**src/rtl/pipe_pkg.sv**
```systemverilog
// Shared definitions for elastic pipeline stage registers: slot state
// encoding, stage payload widths and small state-decode helpers.
package pipe_pkg;

   // Occupancy of a stage register: no live word, main live, main+skid live.
   typedef enum logic [1:0] {
      PS_EMPTY = 2'd0,
      PS_FULL  = 2'd1,
      PS_SKID  = 2'd2
   } pipe_state_t;

   // Packed stage bundle widths for a 32-bit core.
   // F/D: pc + instruction word.
   localparam int FD_PAYLOAD_W = 64;
   // D/E: pc + rs1 value + rs2 value + immediate + control bits.
   localparam int DE_PAYLOAD_W = 32 + 32 + 32 + 32 + 16;
   // E/M: alu result + store data + rd index + control bits.
   localparam int EM_PAYLOAD_W = 32 + 32 + 5 + 8;
   // M/W: writeback value + rd index + write enable.
   localparam int MW_PAYLOAD_W = 32 + 5 + 1;

   // A word is presented downstream whenever the main slot is live.
   function automatic logic state_live(input pipe_state_t s);
      return (s != PS_EMPTY);
   endfunction

   // Only the skid state has no free slot for an incoming word.
   function automatic logic state_can_accept(input pipe_state_t s);
      return (s != PS_SKID);
   endfunction

endpackage

```
**src/rtl/pipe_slot.sv**
```systemverilog
// One payload slot of a stage register: a DATA_WIDTH register with a
// synchronous clear (wins over load) and a load enable.
module pipe_slot
   import pipe_pkg::*;
#(
   parameter int DATA_WIDTH = 32
) (
   input  logic                  clk,
   input  logic                  clr,
   input  logic                  load,
   input  logic [DATA_WIDTH-1:0] d,
   output logic [DATA_WIDTH-1:0] q
);

   logic [DATA_WIDTH-1:0] data_q;
   logic [DATA_WIDTH-1:0] data_d;

   // Next slot contents: clear beats load, otherwise hold.
   always_comb begin
      data_d = data_q;
      if (clr) begin
         data_d = '0;
      end else if (load) begin
         data_d = d;
      end
   end

   // Slot storage.
   always_ff @(posedge clk) begin
      data_q <= data_d;
   end

   assign q = data_q;

endmodule

```
**src/rtl/pipe_stage_reg.sv**
```systemverilog
// Elastic pipeline stage register with a 2-entry skid buffer, synchronous
// flush and a saturating stall counter.
//
// Handshake: a word moves on a rising edge when valid and ready are both 1
// in the preceding cycle. in_ready is a function of registered state and
// flush only (never of out_ready), so back-pressure does not form a
// combinational path across the stage. Once out_valid is 1 the word on
// out_data stays put until it is drained or flushed.
module pipe_stage_reg
   import pipe_pkg::*;
#(
   parameter int DATA_WIDTH     = 32,
   parameter int CLEAR_ON_FLUSH = 1,
   parameter int CNT_WIDTH      = 16
) (
   input  logic                  clk,
   input  logic                  rst,
   input  logic                  flush,
   input  logic                  in_valid,
   output logic                  in_ready,
   input  logic [DATA_WIDTH-1:0] in_data,
   output logic                  out_valid,
   input  logic                  out_ready,
   output logic [DATA_WIDTH-1:0] out_data,
   output logic [CNT_WIDTH-1:0]  stall_cnt,
   output logic [1:0]            dbg_state
);

   localparam logic [CNT_WIDTH-1:0] CNT_MAX = '1;

   pipe_state_t           state_q;
   pipe_state_t           state_d;
   logic [CNT_WIDTH-1:0]  stall_cnt_q;
   logic [CNT_WIDTH-1:0]  stall_cnt_d;

   logic                  accept;
   logic                  drain;
   logic                  main_load;
   logic                  main_sel_skid;
   logic                  skid_load;
   logic                  slot_clr;
   logic [DATA_WIDTH-1:0] main_in;
   logic [DATA_WIDTH-1:0] main_q;
   logic [DATA_WIDTH-1:0] skid_q;

   // Handshake decode from registered state; flush blocks new words.
   always_comb begin
      in_ready  = state_can_accept(state_q) & ~flush;
      out_valid = state_live(state_q);
      accept    = in_valid & in_ready;
      drain     = out_valid & out_ready;
   end

   // State register.
   always_ff @(posedge clk) begin
      if (rst) begin
         state_q <= PS_EMPTY;
      end else begin
         state_q <= state_d;
      end
   end

   // Next-state: flush empties the stage, otherwise follow accept/drain.
   always_comb begin
      state_d = state_q;
      if (flush) begin
         state_d = PS_EMPTY;
      end else begin
         case (state_q)
            PS_EMPTY: begin
               if (accept) state_d = PS_FULL;
            end
            PS_FULL: begin
               if (accept && !drain) begin
                  state_d = PS_SKID;
               end else if (!accept && drain) begin
                  state_d = PS_EMPTY;
               end
            end
            PS_SKID: begin
               if (drain) state_d = PS_FULL;
            end
            default: state_d = PS_EMPTY;
         endcase
      end
   end

   // Slot control: which slot loads and from where. A flush suppresses all
   // loads, so with clearing disabled the slots keep their old contents.
   always_comb begin
      main_load     = 1'b0;
      main_sel_skid = 1'b0;
      skid_load     = 1'b0;
      if (!flush) begin
         case (state_q)
            PS_EMPTY: begin
               main_load = accept;
            end
            PS_FULL: begin
               main_load = accept & drain;
               skid_load = accept & ~drain;
            end
            PS_SKID: begin
               main_load     = drain;
               main_sel_skid = 1'b1;
            end
            default: begin
               main_load = 1'b0;
            end
         endcase
      end
   end

   // Slot clear and main-slot source select.
   always_comb begin
      slot_clr = rst | (flush & (CLEAR_ON_FLUSH != 0));
      main_in  = main_sel_skid ? skid_q : in_data;
   end

   pipe_slot #(
      .DATA_WIDTH (DATA_WIDTH)
   ) u_main_slot (
      .clk  (clk),
      .clr  (slot_clr),
      .load (main_load),
      .d    (main_in),
      .q    (main_q)
   );

   pipe_slot #(
      .DATA_WIDTH (DATA_WIDTH)
   ) u_skid_slot (
      .clk  (clk),
      .clr  (slot_clr),
      .load (skid_load),
      .d    (in_data),
      .q    (skid_q)
   );

   // Stall counter: a live word refused by downstream, ignoring flush
   // cycles; sticks at all-ones.
   always_comb begin
      stall_cnt_d = stall_cnt_q;
      if (out_valid && !out_ready && !flush && (stall_cnt_q != CNT_MAX)) begin
         stall_cnt_d = stall_cnt_q + 1'b1;
      end
   end

   // Stall counter register; only reset clears it.
   always_ff @(posedge clk) begin
      if (rst) begin
         stall_cnt_q <= '0;
      end else begin
         stall_cnt_q <= stall_cnt_d;
      end
   end

   assign out_data  = main_q;
   assign stall_cnt = stall_cnt_q;
   assign dbg_state = state_q;

endmodule

```
**config.mk**
```make
export PLATFORM = sky130hd
export DESIGN_NAME = pipe_stage_reg
export DESIGN_NICKNAME = d
export VERILOG_FILES = /design/src/rtl/pipe_pkg.sv /design/src/rtl/pipe_slot.sv /design/src/rtl/pipe_stage_reg.sv
export SDC_FILE = /design/constraint.sdc
export NUM_CORES = 1
export LEC_CHECK = 0
export BUFFER_PORTS_ARGS = -buffer_cell sky130_fd_sc_hd__buf_2
export CAP_MARGIN = 30
export CORE_MARGIN = 8
export CORE_UTILIZATION = 45
export CTS_CLUSTER_SIZE = 25
export DETAILED_ROUTE_END_ITERATION = 12
export PLACE_DENSITY = 0.69
export SYNTH_ARGS = -nofsm -noshare
export SYNTH_HDL_FRONTEND = slang
export SYNTH_SLANG_ARGS = --single-unit
```
**constraint.sdc**
```tcl
create_clock -name clk -period 2.5 [get_ports clk]
set_input_delay 0.25 -clock clk [delete_from_list [all_inputs] [get_ports clk]]
set_output_delay 0.25 -clock clk [all_outputs]
set_load 0.005 [all_outputs]
```
**After elaboration in Yosys (flattened, before gate mapping)**

Cells that the tools add are included.

- Flip-flop bits (word level): 82
- Word-level logic and storage cells: 45
- Output and inout port bits: 52

- Equal/unequal tests: 7
- Reduce and logical (&&, ||, !) cells: 13
- Add/sub/neg operators: 1
- Mux-type cells: 12
- Bitwise gates (word level): 8

Operator list:

| operator | number |
|---|---|
| $mux W32 | 1 |
| $add A16 B1 Y16 const B | 1 |
| $ne A16 B16 Y1 const B | 1 |
| $mux W2 | 4 |
| $ne A2 B2 Y1 const B | 3 |
| $pmux W2 S3 | 1 |
| $and A1 B1 Y1 | 5 |
| $logic_and A1 B1 Y1 | 5 |
| $mux W1 | 5 |
| $logic_not A1 Y1 | 4 |
| $ne A3 B3 Y1 const B | 1 |
| $pmux W1 S3 | 1 |
| $reduce_and A3 Y1 | 1 |
| $eq A2 B1 Y1 const B | 1 |
| $eq A2 B2 Y1 const B | 1 |
| $logic_not A2 Y1 | 1 |
| $not A1 Y1 | 2 |
| $reduce_bool A2 Y1 | 1 |
| $reduce_or A2 Y1 | 1 |
| $or A1 B1 Y1 | 1 |

**Depth between registers and ports, before layout**

Gate-level depths: netlist of the first run.

- Word-level depth: 8
- Depth in mapped cells: 12

**Modules after synthesis**

A second synthesis of the first run with hierarchy kept.

- Cell total of the unflattened synthesis: 368
- Area total of the unflattened synthesis: 3,789.9 µm²

By module, submodules not included:

| module | area an instance (µm²) | cells each | instances |
|---|---|---|---|
| pipe_slot | 1,163.6 | 103 | 2 |
| pipe_stage_reg | 1,462.7 | 162 | 1 |

**Worst setup path after synthesis of the first run**

No wires, ideal clock.

- Path type: flip-flop to flip-flop
- Start: register state_q[0] (netlist: dbg_state[0])
- End: register u_main_slot.data_q[23] (netlist: u_main_slot.q[23])
- Data arrival time: 1.971 ns
- Setup time: 0.070 ns
- Stages on the path, launching flop included: 11
- Path buffers: 2
- Setup slack: 0.458 ns
- Cells stage by stage: dfxtp_1 clkbuf_8 inv_1 a21oi_1 and2_1 ha_1 mux2i_1 o21a_1 clkbuf_1 or3_1 a21oi_1

- Longest elaborated chain between the ends: 6
- Elaborated cells on any way between the ends: 14

RTL lines:

| item | RTL line | text |
|---|---|---|
| from (decl) | pipe_stage_reg.sv:31 | `pipe_state_t state_q;` |
| from (signal assigned) | pipe_stage_reg.sv:59 | `state_q <= state_d;` |
| $ne A2 B2 Y1 (*) | pipe_pkg.sv:29 | `return (s != PS_SKID);` |
| $and A1 B1 Y1 (*) | pipe_stage_reg.sv:48 | `in_ready = state_can_accept(state_q) & ~flush;` |
| via in_ready | pipe_stage_reg.sv:20 | `output logic in_ready,` |
| $and A1 B1 Y1 (*) | pipe_stage_reg.sv:50 | `accept = in_valid & in_ready;` |
| $and A1 B1 Y1 | pipe_stage_reg.sv:100 | `main_load = accept & drain;` |
| $pmux W1 S3 (*) | pipe_stage_reg.sv:95 | `case (state_q)` |
| $mux W1 (*) | pipe_stage_reg.sv:94 | `if (!flush) begin` |
| to (signal assigned) | pipe_slot.sv:30 | `data_q <= data_d;` |
| to (decl) | pipe_slot.sv:15 | `logic [DATA_WIDTH-1:0] data_q;` |

The timed path passes the listed nets; every way through them passes the cells marked *.
A chain may end at the register's enable or synchronous reset.

**Worst setup path in the final report of the first run**

- Start: register state_q[0] (netlist: dbg_state[0])
- End: register u_main_slot.data_q[10] (netlist: u_main_slot.q[10])

- Longest elaborated chain between the ends: 6
- Elaborated cells on any way between the ends: 14

RTL lines:

| item | RTL line |
|---|---|
| $ne A2 B2 Y1 | pipe_pkg.sv:29 |
| $and A1 B1 Y1 | pipe_stage_reg.sv:48 |
| $and A1 B1 Y1 | pipe_stage_reg.sv:50 |
| $and A1 B1 Y1 | pipe_stage_reg.sv:100 |
| $pmux W1 S3 | pipe_stage_reg.sv:95 |
| $mux W1 | pipe_stage_reg.sv:94 |

Parallel ways exist; a longest one is shown, timed or not.

==> qor.csv, run 1 <==
metric,value,unit
status,completed,
Area contributors post-synth,"dfxtp_1 44%, a21oi_1 11%, mux2i_1 9.4%, nand2_1 7.5%, or3_1 5.7%",
Netlist cell types,45,
cell area after synthesis,0.00372,mm²
Synth async-reset ratio,0,
Rows,33,
antenna cells,0,
CP required,2.76,ns
Clock transition at path regs,0.08,ns
final wirelength,9480,µm
syn_nets,481,
Total GRT Usage,0.164,
critical path class,reg2reg,
post-route setup slack,0.285,ns
DP HPWL,6480,µm
# IOs,89,
"most common cell after layout, fill and taps aside",buf_2,
Hold Path Cell Cnt,3,
RSZ-0062 raised after global routing,no,
register area share after synthesis,0.442,
synthesis-to-finish area growth,20.2,%
initial core utilization,0.459,
Tightest Pin Transition,0.833,ns
DR iter-0 viols,184,
largest area contributor in the netlist,dfxtp_1,
Adder-Cell Fraction of Synth Area,0.0101,
top_reg_cell synth,dfxtp_1,
Congestion Overflow GR,0,
Max-Cap Viols,0,
CTS tree,done,
"Clk Latency, worst-skew pair",0.35,ns
Final nets,556,
Die H,107,µm
First-pass DRT Iterations,4,
mux share of post-synthesis cell area,0.0942,
VDD IR max,0.362,mV
dpl cell area,0.00423,mm²
Power Total,2.66,mW
Worst Hold Class,in2reg,
H-Tree Depth,3,
arrival time worst endpoint,2.48,ns
Cell Pwr Density,596,mW/mm²
Post-synth EDFFs,0,
DIE AREA,0.0114,mm²
placed cell count,610,
CP Launch Type,flip-flop,
CTS max path bufs,2,
first-pass GRT wire length,15500,µm
clock buffer count from CTS,9,
Leak Pwr,1.63,nW
post-route cell area,0.00447,mm²
synthesized instance count,441,
wire length per cell,15.2,µm
pin count of the biggest net entering global routing,37,
mean cell area of the mapped netlist,8.43,µm²
"Cell Count, Final, Fillers Out",625,
Slew Limit Fails,0,
simple-gate portion of the synthesized area,0.212,
FMAX,452,MHz
Fin. Hold Viols,0,
Fin Setup TNS,0,ns
critical path capture point type,flip-flop,
Max-Slew Margin vs Limit,0.440,
initial antenna violation count,0,
final core occ,0.552,
clk sinks,82,
vias in the first global route,3334,
share of cells above drive strength 1,0.242,
Die W,107,µm
Syn. warnings,0,
clock root buffer,clkbuf_8,
clk_skew,0.00844,ns
fin crit share,0.886,
post-cts hold buffer count,0,
Port Buffers,88,
DR vias,3429,
setup bufs post-CTS,0,
antenna-violating nets left,0,
R2R depth,9,
routability-driven placement congestion ratio,0.769,
most frequent cells in the layout,"88 x buf_2, 82 x dfxtp_1, 78 x a21oi_1",
Setup-failing EPs final,0,
Vias/cell,5.49,
fraction of the mapped netlist area in compound gates,0.193,
Core ar.,0.00809,mm²
Tmin final,2.21,ns
DP Worst Slack,0.338,ns
share of the synthesized area in the top cell type,0.442,
xor/xnor cell area share of the yosys netlist,0,
"critical path fanouts, max",36,
main combinational cell family by area after synthesis,simple AND/OR/NAND/NOR gates,
Residual DRC,0,
WHS,0.143,ns
post-CTS sizing,0,
#FFs+latches synth,82,
where the power goes:
part | internal [mW] | switching, mW | total, mW
Sequential | 1.32 | 0.00744 | 1.33
Clock | 0.684 | 0.473 | 1.16
Combinational | 0.0707 | 0.107 | 0.178
Total | 2.07 | 0.588 | 2.66
cells in the mapped netlist (all sizes together), types with 2 or more instances:
| cell | count |
|---|---|
| dfxtp | 82 |
| a21oi | 78 |
| nand2 | 74 |
| mux2i | 35 |
| o21ai | 34 |
| or3 | 34 |
| clkbuf | 28 |
| o31ai | 10 |
| or4 | 9 |
| nor2 | 8 |
| buf | 7 |
| inv | 5 |
| nand4 | 5 |
| nand3 | 4 |
| ha | 3 |
| or2 | 3 |
| and2 | 2 |
| and4 | 2 |
| nor4 | 2 |
sequential cells by signal, summed over array words and instances (netlist names):
register,count
u_main_slot.q,32
u_skid_slot.q,32
stall_cnt,16
dbg_state,2
final timing paths:
path	startpoint	to	slack, ns
max	dbg_state[0]	u_main_slot.q[10]	0.29
min	in_data[6]	u_skid_slot.q[6]	0.14
max reg2reg	dbg_state[0]	u_main_slot.q[10]	0.29
min reg2reg	u_skid_slot.q[12]	u_skid_slot.q[12]	0.46
final cells by class:
type / count / area (µm²)
tap: 105 / 131
clock inverter: 5 / 103
timing repair buffer: 99 / 536
sequential: 82 / 1640
multi-input combinational: 319 / 1900
clock buffer: 10 / 138
fill: 802 / 3620
inverter: 5 / 18.8
kinds of logic (layout without fill, tap and decap cells):
logic type,Yosys count,count (layout)
flops,82,82
simple gates,149,149
mux,35,35
fa+ha+maj,3,3
buf+inv,40,119
compound gates,132,132
worst max-delay path, cell delays in order, from the launching register on:
cell and delay, ns:
dfxtp_1 0.50, inv_1 0.07, a21oi_1 0.20, and2_1 0.19, ha_1 0.16, mux2i_1 0.07, o21a_2 0.20, buf_4 0.23
or3_1 0.37, a21oi_1 0.16
routing by layer:
metal  part of all wire  up-vias  wire length, µm  global-route usage
li1                   -     1724                -                   -
met1               0.45     1613             4300               0.196
met2               0.47       79             4420               0.270
met3              0.066       13              624              0.0492
met4              0.014        0              135              0.0613
met5                  0        -                0                   0
(Power assumes the default switching activity.)
==> run 2, diff against run 1 <==
CORE_UTILIZATION = 53   (was 45)
PLACE_DENSITY = 0.79   (was 0.69)
==> run 2 against run 1 <==
Net effect:
- critical endpoint unchanged
- largest cell class unchanged
- sequential power about the same
- cell area down 1.7%
- die area down 13%
- clock skew down 0.0013 ns
==> qor.csv, run 2 (synthesis gave the netlist of run 1 again) <==
metric,value,unit,change
Final nets,554,,-0.36%
clk sinks,82,,unchanged
post-cts hold buffer count,0,,unchanged
Die H,99.8,µm,-6.7%
RR Startpoint,dbg_state[0],,
CTS max path bufs,2,,unchanged
arrival time worst endpoint,2.49,ns,about the same
"Clk Latency, worst-skew pair",0.35,ns,about the same
First-pass DRT Iterations,4,,unchanged
R2R depth,8,,-1
Max-Slew Margin vs Limit,0.488,,+0.0475
worst-path cell chain,inv_1 > a21oi_1 > and2_1 > ha_1 > mux2i_1 > o21a_4 > or3_1 > a21oi_1,,
RSZ-0062 raised after global routing,no,,
wire length per cell,14.7,µm,-3.1%
DR iter-0 viols,107,,-42%
status,completed,,
final wirelength,9030,µm,-4.7%
final core occ,0.646,,+0.0943
VDD IR max,0.288,mV,-21%
DP HPWL,6040,µm,-6.7%
post-CTS sizing,0,,unchanged
"most common cell after layout, fill and taps aside",buf_2,,
antenna cells,0,,unchanged
antenna-violating nets left,0,,unchanged
"slowest stage delay, CP",0.45,ns,-0.05 ns
CP Launch Type,flip-flop,,
crit path from,dbg_state[0],,
Fin Setup TNS,0,ns,unchanged
Worst path most repeated cell,a21oi_1,,
Worst Hold Class,in2reg,,
Clock transition at path regs,0.08,ns,about the same
Total GRT Usage,0.180,,+0.0167
critical path capture point type,flip-flop,,
"critical path fanouts, max",64,,+78%
Cell Pwr Density,558,mW/mm²,-6.4%
clk_skew,0.00718,ns,-0.00126 ns
worst reg2reg endpoint,u_main_slot.q[10],,
Max-Cap Viols,0,,unchanged
DR vias,3389,,-1.2%
FMAX,450,MHz,-0.25%
CP endpoint,u_main_slot.q[10],,
Vias/cell,5.51,,+0.44%
Congestion Overflow GR,0,,unchanged
Setup-failing EPs final,0,,unchanged
Fin. Hold Viols,0,,unchanged
pin count of the biggest net entering global routing,65,,+76%
# IOs,89,,unchanged
DIE AREA,0.00995,mm²,-13%
Die W,99.8,µm,-6.7%
CTS tree,done,,
most frequent cells in the layout,"88 x buf_2, 82 x dfxtp_1, 78 x a21oi_1",,
routability-driven placement congestion ratio,0.805,,+4.8%
setup bufs post-CTS,0,,unchanged
H-Tree Depth,3,,unchanged
Leak Pwr,1.60,nW,-2.2%
share of cells above drive strength 1,0.237,,-0.00531
critical path class,reg2reg,,
FF-to-FF setup slack,0.28,ns,about the same
synthesis-to-finish area growth,18.1,%,
clock buffer count from CTS,9,,unchanged
Rows,30,,-9.1%
CP required,2.77,ns,about the same
Core ar.,0.00679,mm²,-16%
first-pass GRT wire length,14700,µm,-4.9%
initial core utilization,0.547,,+0.0878
fin crit share,0.888,,+0.00222
clock root buffer,clkbuf_8,,
"Slowest-stage cell, CP",dfxtp_1,,
Residual DRC,0,,unchanged
initial antenna violation count,0,,unchanged
Port Buffers,88,,unchanged
Slew Limit Fails,0,,unchanged
Power Total,2.45,mW,-8.0%
Tmin final,2.22,ns,+0.00555 ns
vias in the first global route,3206,,-3.8%
Tightest Pin Transition,0.763,ns,-0.0707 ns
==> run 2: cell types whose count changed in the layout (fill, tap and decap cells not counted) <==
cell and delta:
bufinv_16 -2, clkbuf_1 +2, buf_12 -1, buf_4 -1, clkinv_4 +1, o21a_2 -1, o21a_4 +1
==> run 2: power by group <==
group,leakage [nW],switching [mW],internal (mW)
combinational,0.841,0.104,0.0669
clock,0.0966,0.462,0.490
sequential,0.662,0.00759,1.32
total,1.60,0.574,1.88
==> run 2: how the worst min path moves through the flow <==
stage	from	end	slack (ns)	cells after the start
3_3_place_gp	u_skid_slot.q[13]	u_skid_slot.q[13]	0.44	2
5_1_grt	in_data[10]	u_skid_slot.q[10]	0.14	3
3_5_place_dp	u_skid_slot.q[10]	u_skid_slot.q[10]	0.45	2
6_report	in_data[7]	u_skid_slot.q[7]	0.14	3
4_1_cts	in_data[15]	u_skid_slot.q[15]	0.13	3
2_1_floorplan	rst	stall_cnt[15]	0.32	1
==> run 2: per-stage QoR <==
stage | hold WS (ns) | setup WS (ns) | cell area (µm²) | instances
after floorplan | 0.319 | 0.458 | 3720 | 441
after global placement | 0.441 | 0.282 | 4190 | 599
after detailed placement | 0.446 | 0.192 | 4190 | 599
after CTS | 0.125 | 0.0829 | 4390 | 615
after global routing | 0.138 | 0.102 | 4390 | 615
final | 0.141 | 0.280 | 4390 | 615
==> run 2: per-layer routing <==
metal / up-vias / wire length (µm) / track usage
met5: - / 0 / 0
met4: 0 / 123 / 0.0792
met3: 10 / 495 / 0.0461
met2: 85 / 4420 / 0.297
met1: 1577 / 3990 / 0.216
li1: 1717 / - / -
==> run 2: area by class of cell <==
type | instances | area, µm²
Inverter | 5 | 18.8
Fill cell | 605 | 2400
Tap cell | 96 | 120
Multi-Input combinational cell | 319 | 1910
Sequential cell | 82 | 1640
Clock buffer | 12 | 145
Clock inverter | 4 | 51.3
Timing Repair Buffer | 97 | 508
==> run 2: critical path, delay by kind of cell (launching register included) <==
family | cells | cell delay, ns
DFF | 1 | 0.45
buffers and inverters | 1 | 0.06
and+or+nand+nor | 2 | 0.61
muxes | 1 | 0.08
adders and majority gates | 1 | 0.15
AOI/OAI and AO/OA | 3 | 0.77
==> run 3, diff against run 2 <==
GPL_TIMING_DRIVEN = 0   (was default)
==> run 3 against run 2 <==
Net effect:
- critical path depth increased by 2
- hold slack got worse by 0.0039 ns
- power increased by 5.8%
- sequential power about the same
- worst setup slack got worse by 0.091 ns
- clock power increased by 13%
- sequential share of layout area decreased by 0.89 points
- clock-buffer cell count increased by 1
- critical endpoint is now u_main_slot.q[12]
- largest power group unchanged
==> qor.csv, run 3 (synthesis gave the netlist of run 1 again) <==
metric,value,unit,change
Die W,99.8,µm,unchanged
VDD IR max,0.357,mV,+24%
Congestion Overflow GR,0,,unchanged
DR iter-0 viols,122,,+14%
Vias/cell,5.56,,+0.86%
Cell Pwr Density,576,mW/mm²,+3.3%
Total GRT Usage,0.203,,+0.0227
CP Launch Type,flip-flop,,
Max-Slew Margin vs Limit,0.436,,-0.0513
dpl cell area,0.00428,mm²,+2.1%
clk sinks,82,,unchanged
WL met3,611,µm,+23%
clock root buffer,clkbuf_8,,
multi-input logic area,0.00189,mm²,-0.79%
CP required,2.77,ns,about the same
FMAX,433,MHz,-3.9%
first-pass GRT wire length,16600,µm,+13%
Fillers,598,,-1.2%
Power Total,2.59,mW,+5.8%
Max-Cap Viols,0,,unchanged
initial core utilization,0.547,,unchanged
"Clk Latency, worst-skew pair",0.35,ns,about the same
R2R depth,10,,+2
"slowest stage delay, CP",0.40,ns,-0.05 ns
DP HPWL,6890,µm,+14%
Worst Hold Class,in2reg,,
routability-driven placement congestion ratio,0.842,,+4.5%
Fin. Hold Viols,0,,unchanged
Fin Setup TNS,0,ns,unchanged
synthesis-to-finish area growth,21.0,%,
final wirelength,9760,µm,+8.1%
worst-path cell chain,clkbuf_8 > inv_1 > a21oi_1 > and2_1 > ha_1 > mux2i_1 > o21a_1 > clkbuf_1 > or3_1 > a21oi_1,,
"Slowest-stage cell, CP",or3_1,,
H-Tree Depth,3,,unchanged
Rows,30,,unchanged
Leak Pwr,1.64,nW,+2.5%
Residual DRC,0,,unchanged
initial antenna violation count,0,,unchanged
post-route cell area,0.00450,mm²,+2.5%
met1 WL,4360,µm,+9.1%
WL met2,4720,µm,+6.8%
top layer in use,met4,,
arrival time worst endpoint,2.58,ns,+0.09 ns
final core occ,0.662,,+0.0158
wire length per cell,15.3,µm,+3.9%
DR vias,3557,,+5.0%
Port Buffers,88,,unchanged
Setup-failing EPs final,0,,unchanged
RSZ-0062 raised after global routing,no,,
CTS tree,done,,
Slew Limit Fails,0,,unchanged
Worst path most repeated cell,a21oi_1,,
"critical path fanouts, max",10,,-84%
clock buffer count from CTS,9,,unchanged
status,completed,,
DIE AREA,0.00995,mm²,unchanged
Tmin final,2.31,ns,+0.0911 ns
First-pass DRT Iterations,5,,+1
vias in the first global route,3635,,+13%
"most common cell after layout, fill and taps aside",buf_2,,
Die H,99.8,µm,unchanged
post-cts hold buffer count,0,,unchanged
CTS max path bufs,2,,unchanged
Tightest Pin Transition,0.839,ns,+0.0763 ns
Final nets,580,,+4.7%
fin crit share,0.925,,+0.0364
Hold Path Cell Cnt,3,,unchanged
most frequent cells in the layout,"90 x buf_2, 82 x dfxtp_1, 78 x a21oi_1",,
antenna-violating nets left,0,,unchanged
Core ar.,0.00679,mm²,unchanged
pin count of the biggest net entering global routing,13,,-80%
critical path class,reg2reg,,
Clock transition at path regs,0.08,ns,about the same
clk_skew,0.0101,ns,+0.00295 ns
share of cells above drive strength 1,0.219,,-0.0182
critical path capture point type,flip-flop,,
# IOs,89,,unchanged
antenna cells,0,,unchanged
FF/Latch Area,0.00164,mm²,unchanged
-- run 3: cell types whose count changed in the layout (fill, tap and decap cells not counted), moves of 2 or more --
cell	before	now
buf_2	88	90
clkbuf_2	0	2
clkbuf_1	2	26
clkbuf_8	10	13
buf_1	0	2
buf_4	9	3
-- run 3: final timing paths --
path                           from  slack [ns]                 to
setup / recovery       dbg_state[0]        0.19  u_main_slot.q[12]
hold / removal          in_data[29]        0.14  u_skid_slot.q[29]
setup reg to reg       dbg_state[0]        0.19  u_main_slot.q[12]
hold reg to reg   u_skid_slot.q[29]        0.46  u_skid_slot.q[29]
-- run 3: metrics by stage --
stage | worst slack [ns] | cells | hold WS [ns]
detailed placement | -0.00820 | 625 | 0.446
global route | 0.00426 | 640 | 0.144
floorplan | 0.458 | 441 | 0.319
CTS | 0.169 | 640 | 0.134
global placement | 0.0267 | 625 | 0.441
finish | 0.189 | 640 | 0.137
-- run 3: repair_timing --
action                                  in CTS  in global routing
endpoints found under the setup margin       0                  3
resized for setup                            0                  4
buffers inserted                             0                  0
-- run 3: power breakdown --
part	internal [mW]	total (mW)	switching [mW]
Clock	0.614	1.08	0.464
Sequential	1.32	1.32	0.00643
Combinational	0.0710	0.188	0.117
Total	2.00	2.59	0.588
-- run 3: worst max-delay path, delay by kind of cell, from the launching register on --
kind / cells / cell delay (ns)
AO/OA/AOI/OAI: 3 / 0.61
adder cells (fa/ha/maj): 1 / 0.15
buffers and inverters: 3 / 0.48
multiplexers: 1 / 0.07
AND/OR/NAND/NOR: 2 / 0.59
flip-flops: 1 / 0.34
-- run 3: layout make-up --
class                   instances  area share
inverters                       5     0.00417
well taps                      96      0.0267
flip-flops and latches         82       0.365
multi-input cells             319       0.420
plain buffers                  35      0.0373
repair buffers                 88      0.0979
clock inverters                 2      0.0133
clock buffers                  13      0.0353
-- run 3: per-layer routing --
metal | track usage | up-vias
li1 | - | 1778
met1 | 0.241 | 1663
met2 | 0.350 | 108
met3 | 0.0461 | 8
met4 | 0.0687 | 0
met5 | 0 | -
